File: src/rtl/sec_locator_seq.sv
// sec_locator_seq: bit-serial AN-code single-error locator/corrector.
// Reduces the received codeword mod A one bit per cycle, MSB first. It then walks
// the powers of two mod A to find which bit position, and which sign, explains the
// remainder. The corrected codeword is returned over a valid/ready handshake.
module sec_locator_seq #(
  parameter int A    = 655,
  parameter int CW   = 14,
  parameter int RW   = 10,
  parameter int NLOC = 14,
  parameter int LW   = 5
) (
  input  logic          clk,
  input  logic          rst_n,
  input  logic          in_valid,
  output logic          in_ready,
  input  logic [CW-1:0] in_cw,
  output logic          out_valid,
  input  logic          out_ready,
  output logic [CW-1:0] out_cw,
  output logic [LW-1:0] out_l,
  output logic [RW-1:0] out_r,
  output logic          out_due
);

  localparam int CNTW = $clog2(CW + 1);
  localparam int KW   = $clog2(NLOC + 1);
  localparam logic [RW:0]   a_ext = (RW + 1)'(A);
  localparam logic [RW-1:0] a_rw  = RW'(A);

  typedef enum logic [1:0] {IDLE, MOD, SEARCH, DONE} state_t;

  state_t          state_reg;
  logic [CW-1:0]   cw_reg;
  logic [CW-1:0]   sh_reg;
  logic [RW-1:0]   r_reg;
  logic [RW-1:0]   p_reg;
  logic [KW-1:0]   k_reg;
  logic [CNTW-1:0] cnt_reg;

  logic [RW:0]     r_dbl;
  logic [RW-1:0]   r_mod_next;
  logic [RW:0]     p_dbl;
  logic [RW-1:0]   p_next;
  logic [RW-1:0]   r_neg;
  logic [CW-1:0]   pow;

  // Next-step arithmetic: one remainder bit, one doubling of p, the negated remainder, 2^(k-1).
  always_comb begin
    r_dbl      = {r_reg, 1'b0} | {{RW{1'b0}}, sh_reg[CW-1]};
    r_mod_next = (r_dbl >= a_ext) ? RW'(r_dbl - a_ext) : RW'(r_dbl);
    p_dbl      = {p_reg, 1'b0};
    p_next     = (p_dbl >= a_ext) ? RW'(p_dbl - a_ext) : RW'(p_dbl);
    r_neg      = a_rw - r_reg;
    pow        = CW'(1) << (k_reg - 1'b1);
  end

  // Control FSM with registered handshake and result outputs.
  always_ff @(posedge clk) begin
    if (!rst_n) begin
      state_reg <= IDLE;
      cw_reg    <= '0;
      sh_reg    <= '0;
      r_reg     <= '0;
      p_reg     <= '0;
      k_reg     <= '0;
      cnt_reg   <= '0;
      in_ready  <= 1'b1;
      out_valid <= 1'b0;
      out_cw    <= '0;
      out_l     <= '0;
      out_r     <= '0;
      out_due   <= 1'b0;
    end else begin
      case (state_reg)
        IDLE: begin
          if (in_valid) begin
            cw_reg    <= in_cw;
            sh_reg    <= in_cw;
            r_reg     <= '0;
            cnt_reg   <= CNTW'(CW);
            in_ready  <= 1'b0;
            state_reg <= MOD;
          end
        end
        MOD: begin
          // CW cycles shift in the bits; one extra cycle decides clean vs search.
          if (cnt_reg != '0) begin
            r_reg   <= r_mod_next;
            sh_reg  <= sh_reg << 1;
            cnt_reg <= cnt_reg - 1'b1;
          end else if (r_reg == '0) begin
            out_r     <= '0;
            out_l     <= '0;
            out_due   <= 1'b0;
            out_cw    <= cw_reg;
            out_valid <= 1'b1;
            state_reg <= DONE;
          end else begin
            p_reg     <= RW'(1);
            k_reg     <= KW'(1);
            state_reg <= SEARCH;
          end
        end
        SEARCH: begin
          // +k is tested first; for a legal A at most one of +k/-k can hit.
          if (p_reg == r_reg) begin
            out_r     <= r_reg;
            out_l     <= LW'(k_reg);
            out_due   <= 1'b0;
            out_cw    <= cw_reg - pow;
            out_valid <= 1'b1;
            state_reg <= DONE;
          end else if (p_reg == r_neg) begin
            out_r     <= r_reg;
            out_l     <= -LW'(k_reg);
            out_due   <= 1'b0;
            out_cw    <= cw_reg + pow;
            out_valid <= 1'b1;
            state_reg <= DONE;
          end else if (k_reg == KW'(NLOC)) begin
            out_r     <= r_reg;
            out_l     <= '0;
            out_due   <= 1'b1;
            out_cw    <= cw_reg;
            out_valid <= 1'b1;
            state_reg <= DONE;
          end else begin
            p_reg <= p_next;
            k_reg <= k_reg + 1'b1;
          end
        end
        DONE: begin
          if (out_ready) begin
            out_valid <= 1'b0;
            in_ready  <= 1'b1;
            state_reg <= IDLE;
          end
        end
        default: begin
          state_reg <= IDLE;
          in_ready  <= 1'b1;
          out_valid <= 1'b0;
        end
      endcase
    end
  end

endmodule

File: config.mk
export PLATFORM = sky130hd
export DESIGN_NAME = sec_locator_seq
export DESIGN_NICKNAME = d
export VERILOG_FILES = /design/src/rtl/sec_locator_seq.sv
export SDC_FILE = /design/constraint.sdc
export NUM_CORES = 1
export LEC_CHECK = 0
export ABC_AREA = 1
export CAP_MARGIN = 15
export CORE_UTILIZATION = 45
export CTS_CLUSTER_SIZE = 28
export DETAILED_ROUTE_END_ITERATION = 8
export PLACE_DENSITY = 0.77
export SYNTH_ARGS = -nofsm -noshare
export SYNTH_HDL_FRONTEND = slang
export SYNTH_SLANG_ARGS = --single-unit
File: constraint.sdc
create_clock -name clk -period 2.68 [get_ports clk]
set_input_delay 0.536 -clock clk [delete_from_list [all_inputs] [get_ports clk]]
set_output_delay 0.536 -clock clk [all_outputs]
set_load 0.05 [all_outputs]
Yosys cells after proc, flatten, opt, wreduce, memory -nomap -nowiden
Index checks and enable logic that the tools add are counted.
{ "op_classes": {"reduce_logical": 14, "muxes": 64, "n_eq_ne": 16, "order_cmp": 2, "n_shift": 1, "addsub": 9, "n_bitwise": 1} }
{ "ops": {"columns": ["operator", "count"], "rows": [
  ["$mux W10", 14],
  ["$mux W14", 7],
  ["$pmux W10 S2", 3],
  ["$pmux W14 S2", 2],
  ["$mux W4", 7],
  ["$mux W5", 5],
  ["$ge A11 B10 Y1 const B", 2],
  ["$eq A10 B10 Y1", 2],
  ["$sub A10 B10 Y10 const B", 2],
  ["$ne A2 B2 Y1 const B", 9],
  ["$pmux W4 S2", 2],
  ["$add A14 B14 Y14", 1],
  ["$shl A1 B4 Y14 const A", 1],
  ["$sub A14 B14 Y14", 1],
  ["$mux W1", 13],
  ["$mux W2", 6],
  ["$or A11 B1 Y11", 1],
  ["$logic_not A10 Y1", 1],
  ["$pmux W5 S2", 1],
  ["$sub A10 B10 Y10 const A", 1],
  ["$pmux W2 S4", 1],
  ["$reduce_and A4 Y1", 2],
  ["$sub A4 B1 Y4 const B", 2],
  ["$reduce_and A3 Y1", 2],
  ["15 further kinds", 19]
]} }
{ "totals": {"out_inout_bits": 32, "reg_bits": 90, "inputBits": 18} }

Logic depth before layout (Yosys ltp)
{ "logic_depth": {"word_depth": 6, "mapped_depth": 23, "ltp_nobuf": 22} }

Worst setup path before layout
No wires, ideal clock.
{ "synth_timing": {"kind": "flip-flop to flip-flop", "from": "reg k_reg[0]", "to": "reg out_cw[7]", "stages_incl_launch_ff": 21, "setup_ns": 0.070, "t_required_ns": 2.610, "setup_slack_ns": -0.242, "arrival_ns": 2.852, "path_cell_list": "dfxtp_1 > inv_1 > ha_1 > inv_1 > nand2_1 > nand2_1 > inv_1 > nor3_1 > inv_1 > ha_1 > inv_1 > nand2_1 > nand2_1 > nand3_1 > nand2_1 > a21oi_1 > xor2_1 > nand2_1 > o21ai_0 > nand2_1 > a21oi_1"} }
{ "synth_via": {"elab_chain_len": 6, "elab_cells_between_ends": 10, "classes_between": "add/sub (3); eq/ne (2); shift (1); mux (3); reduce/logical (1)"} }
{ "synth_lines": {"columns": ["element", "line", "text"], "rows": [
  ["start, declared", "37", "logic [KW-1:0] k_reg;"],
  ["start signal, assigned", "129", "k_reg <= k_reg + 1'b1;"],
  ["$sub A4 B1 Y4", "54", "pow = CW'(1) << (k_reg - 1'b1);"],
  ["$shl A1 B4 Y14", "54", null],
  ["$add A14 B14 Y14", "117", "out_cw <= cw_reg + pow;"],
  ["$mux W14", "113", "end else if (p_reg == r_neg) begin"],
  ["$mux W14", "106", "if (p_reg == r_reg) begin"],
  ["$pmux W14 S2", "74", "case (state_reg)"],
  ["end signal, assigned", "110", "out_cw <= cw_reg - pow;"],
  ["end signal, assigned", "117", null],
  ["end signal, assigned", "124", "out_cw <= cw_reg;"],
  ["end, declared", "19", "output logic [CW-1:0] out_cw,"]
]} }
Parallel ways exist; a longest one is shown, timed or not.
A chain may end at the register's enable or synchronous reset.

Worst setup path in the final report
{ "layout_timing": {"from": "reg k_reg[1]", "to": "reg out_cw[12]"} }
The elaborated chain is that of the path after synthesis.

==> impl_metrics.toml <==
[run_status]
status = "finished with violations"
failed_checks = "setup timing"

[critical_path]
r2r_cells = 20
critPathSlowestCell = "dfxtp_2"
rrSetupSlack_ns = -0.02
worstPathCellList = "inv_2, ha_4, inv_2, nand2_2, nand2_4, inv_8, buf_6, nor3_4, inv_2, ha_4, buf_8, buf_6, nor3_4, nand3_2, nand4_1, nand3_1, nand2_1, nand2_1, nand2_1, a21oi_1"
timing.rr.end = "out_cw[12]"
crit_start = "k_reg[1]"
crit_end = "out_cw[12]"
path_buf_inv = 7
cpPeakStageDelay_ns = 0.36
cp-end-kind = "flip-flop"
regToRegStartpoint = "k_reg[1]"
critPathTopFamily = "simple AND/OR/NAND/NOR gates"
path_depth = 20
start_kind = "flip-flop"
crit_fanout = 8
critPathRequiredTime_ns = 2.93
arrival_ns = 2.95
path_class = "reg2reg"

[die]
fp.coreArea_sq_um = 14100
start_util_pct = 46.7
chipWidth_microns = 123
dieHeight_microns = 123
rows = 43
die_area_sq_um = 15100
io_pins = 50

[yosys]
async_flop_share_pct = 0
synth_edf_count = 0
synthCells = 1048
syn_area_per_cell_sq_um = 6.28
synth.largest_area_cell = "dfxtp_1"
yosysUniqueCellTypes = 44
syn_area_sq_um = 6590
ys_ff_latch = 90
syn-num-nets = 1110
ys.flop_type = "dfxtp_1"
yosysWarnings = 0
netlist_top_cells_area = "dfxtp_1, nand2_1, a21oi_1"
synth_top_cell_area_share_pct = 27.4
ys_seq_area_share_pct = 27.4

[cts]
insertion_delay_ns = 0.37
cts_sinks = 90
cts_tree = "done"
clkSlewWorstSetupHoldPaths_ns = 0.08
cts_buffers = 9
cts_hold_buf = 0
clockRootBuffer = "clkbuf_16"
h-tree-depth = 3
clockBufferDepth = 2

[power_and_ir_drop]
power_frac_seq_pct = 21.1
worst_ir_drop_vdd_mv = 0.706
p_switching_uw = 4910
p_leak_uw = 0.00389
p_per_area_nw_per_um2 = 1110
pwr-share-comb_pct = 65.4
power_switching_share_pct = 50.9
power_frac_clock_pct = 13.5
intPower_uw = 4730

[drt]
antenna_left = 0
vias_per_cell = 5.39
initialDrtViolationCount = 551
vias = 7281
routed_wl_microns = 20900
wl_per_cell_microns = 15.5
dr.pass1.iters = 5
drc = 0

[place]
io_buffers = 49
pre_cts_ws_ns = -0.349
post_dp_cell_area_sq_um = 7810
dp_hpwl_microns = 15200
place_congestion = 1.00

[sta]
slew_viol_final = 0
final.setup.worst_slack_ns = -0.0187
skew_ns = 0.0161
finalHoldViolCount = 0
relSlewSlack_pct = 63.1
finalSetupViolations = 1
min_period_ns = 2.70
min_period_over_period_pct = 101
worst_pin_slew_ns = 0.552
rsz0062_at_grt = "true"
fin_worst_hold_slack_ns = 0.467
max_freq_ghz = 0.371

[global_route]
grt_start_max_net_pins = 46
antenna_found_initial = 0
grt_pass1_vias = 6561
grt_pass1_wl_microns = 32800
globalRouteTotalUtil_pct = 28.0
gr-total-overflow = 0

[final_layout]
fin_area_sq_um = 8680
register_area_sq_um = 1800
n_antenna_cell = 0
drive_gt1_share_pct = 20.6
area_delta_synth_final_pct = 31.7
multiInputGateArea_sq_um = 4460
fin_nets = 1229
nFillCells = 1282

[worst_hold_path]
hp-class = "reg2reg"

[job]
cap_violations = 0
-- cell families after synthesis --
group                    after synthesis  synth area share, %
flip-flops                            90                 27.4
adder cells (fa/ha/maj)               44                 8.59
XOR/XNOR                              18                 2.39
AND/OR/NAND/NOR                      498                 32.7
AO/OA/AOI/OAI                        211                 17.2
buffers and inverters                187                 11.8
-- timing repair --
| item | CTS | global route |
|---|---|---|
| buffers inserted | 1 | 9 |
| pin swaps | 4 | 33 |
| resized for setup | 53 | 79 |
| cloned | 0 | 0 |
| setup endpoints to repair | 9 | 11 |
-- cells in the mapped netlist (4+ instances only) --
master and instances:
nand2_1 250, inv_1 127, a21oi_1 109, nor2_1 103
dfxtp_1 90, nand3_1 73, o21ai_0 67, ha_1 42
clkbuf_1 30, nand4_1 27, nor3_1 21, xor2_1 15
o21ai_1 9, buf_2 8, inv_2 7, buf_6 6
nand2_2 6, a21oi_2 5, o211ai_1 5, nand2_4 4
o21bai_1 4
-- power by group through the flow --
stage | clock network, uW | logic (uW) | registers [uW]
final | 1300 | 6310 | 2030
after global routing | 1370 | 6840 | 2080
after CTS | 1320 | 5760 | 2020
after detailed placement | 0 | 5480 | 2030
after global placement | 0 | 5450 | 2020
after floorplan | 0 | 3330 | 2450
-- cell type report --
| type | instances | share of cell area, % |
|---|---|---|
| multi-input combinational | 771 | 51.4 |
| sequential | 90 | 20.8 |
| timing repair buffer | 157 | 15.6 |
| inverter | 138 | 6.14 |
| clock buffer | 9 | 2.60 |
| tap | 180 | 2.60 |
| clock inverter | 7 | 0.822 |
-- cells in the final DEF (no fill, tap or decap), drive strengths merged, types with 4 or more instances in the layout --
cell type / Yosys / final
a21oi: 114 / 114
buf: 19 / 108
clkbuf: 30 / 9
clkdlybuf4s50: 0 / 49
clkinv: 3 / 6
dfxtp: 90 / 90
ha: 42 / 42
inv: 135 / 139
nand2: 260 / 260
nand3: 76 / 76
nand4: 27 / 27
nor2: 105 / 105
nor3: 22 / 22
o211ai: 5 / 5
o21ai: 76 / 76
o21bai: 4 / 4
xor2: 15 / 15
-- worst min-delay path, cell delays in order (launching register included) --
cell and delay [ns]:
dfxtp_1 0.31, nand2_1 0.06, a21oi_1 0.06
-- how the worst min path moves through the flow --
stage | from | to | slack, ns | cells past startpoint
3_3_place_gp | out_r[9] | out_r[9] | 0.45 | 2
2_1_floorplan | sh_reg[0] | sh_reg[0] | 0.44 | 2
6_report | out_r[7] | out_r[7] | 0.47 | 2
5_1_grt | out_cw[11] | out_cw[11] | 0.49 | 2
3_5_place_dp | out_cw[6] | out_cw[6] | 0.46 | 2
4_1_cts | out_r[9] | out_r[9] | 0.47 | 2
-- per-stage QoR --
step / setup TNS (ns) / utilization [%] / cells / power (uW)
2_1_floorplan: 0 / - / 1048 / 5780
5_1_grt: -1.15 / 61.5 / 1352 / 10300
3_5_place_dp: -1.45 / 55.4 / 1326 / 7510
6_report: -0.0187 / 61.5 / 1352 / 9640
4_1_cts: 0 / 59.2 / 1343 / 9100
3_3_place_gp: -1.03 / 55.4 / 1326 / 7470
-- per-layer routing --
| metal | part of all wire (%) | up-vias | global-route usage [%] | wire (microns) |
|---|---|---|---|---|
| li1 | - | 3646 | - | - |
| met1 | 45 | 3303 | 38.0 | 9390 |
| met2 | 44 | 288 | 45.1 | 9300 |
| met3 | 8.3 | 44 | 6.00 | 1740 |
| met4 | 2.2 | 0 | 6.63 | 467 |
| met5 | 0 | - | 0 | 0 |
No activity file was read; power rests on OpenSTA's default activity.
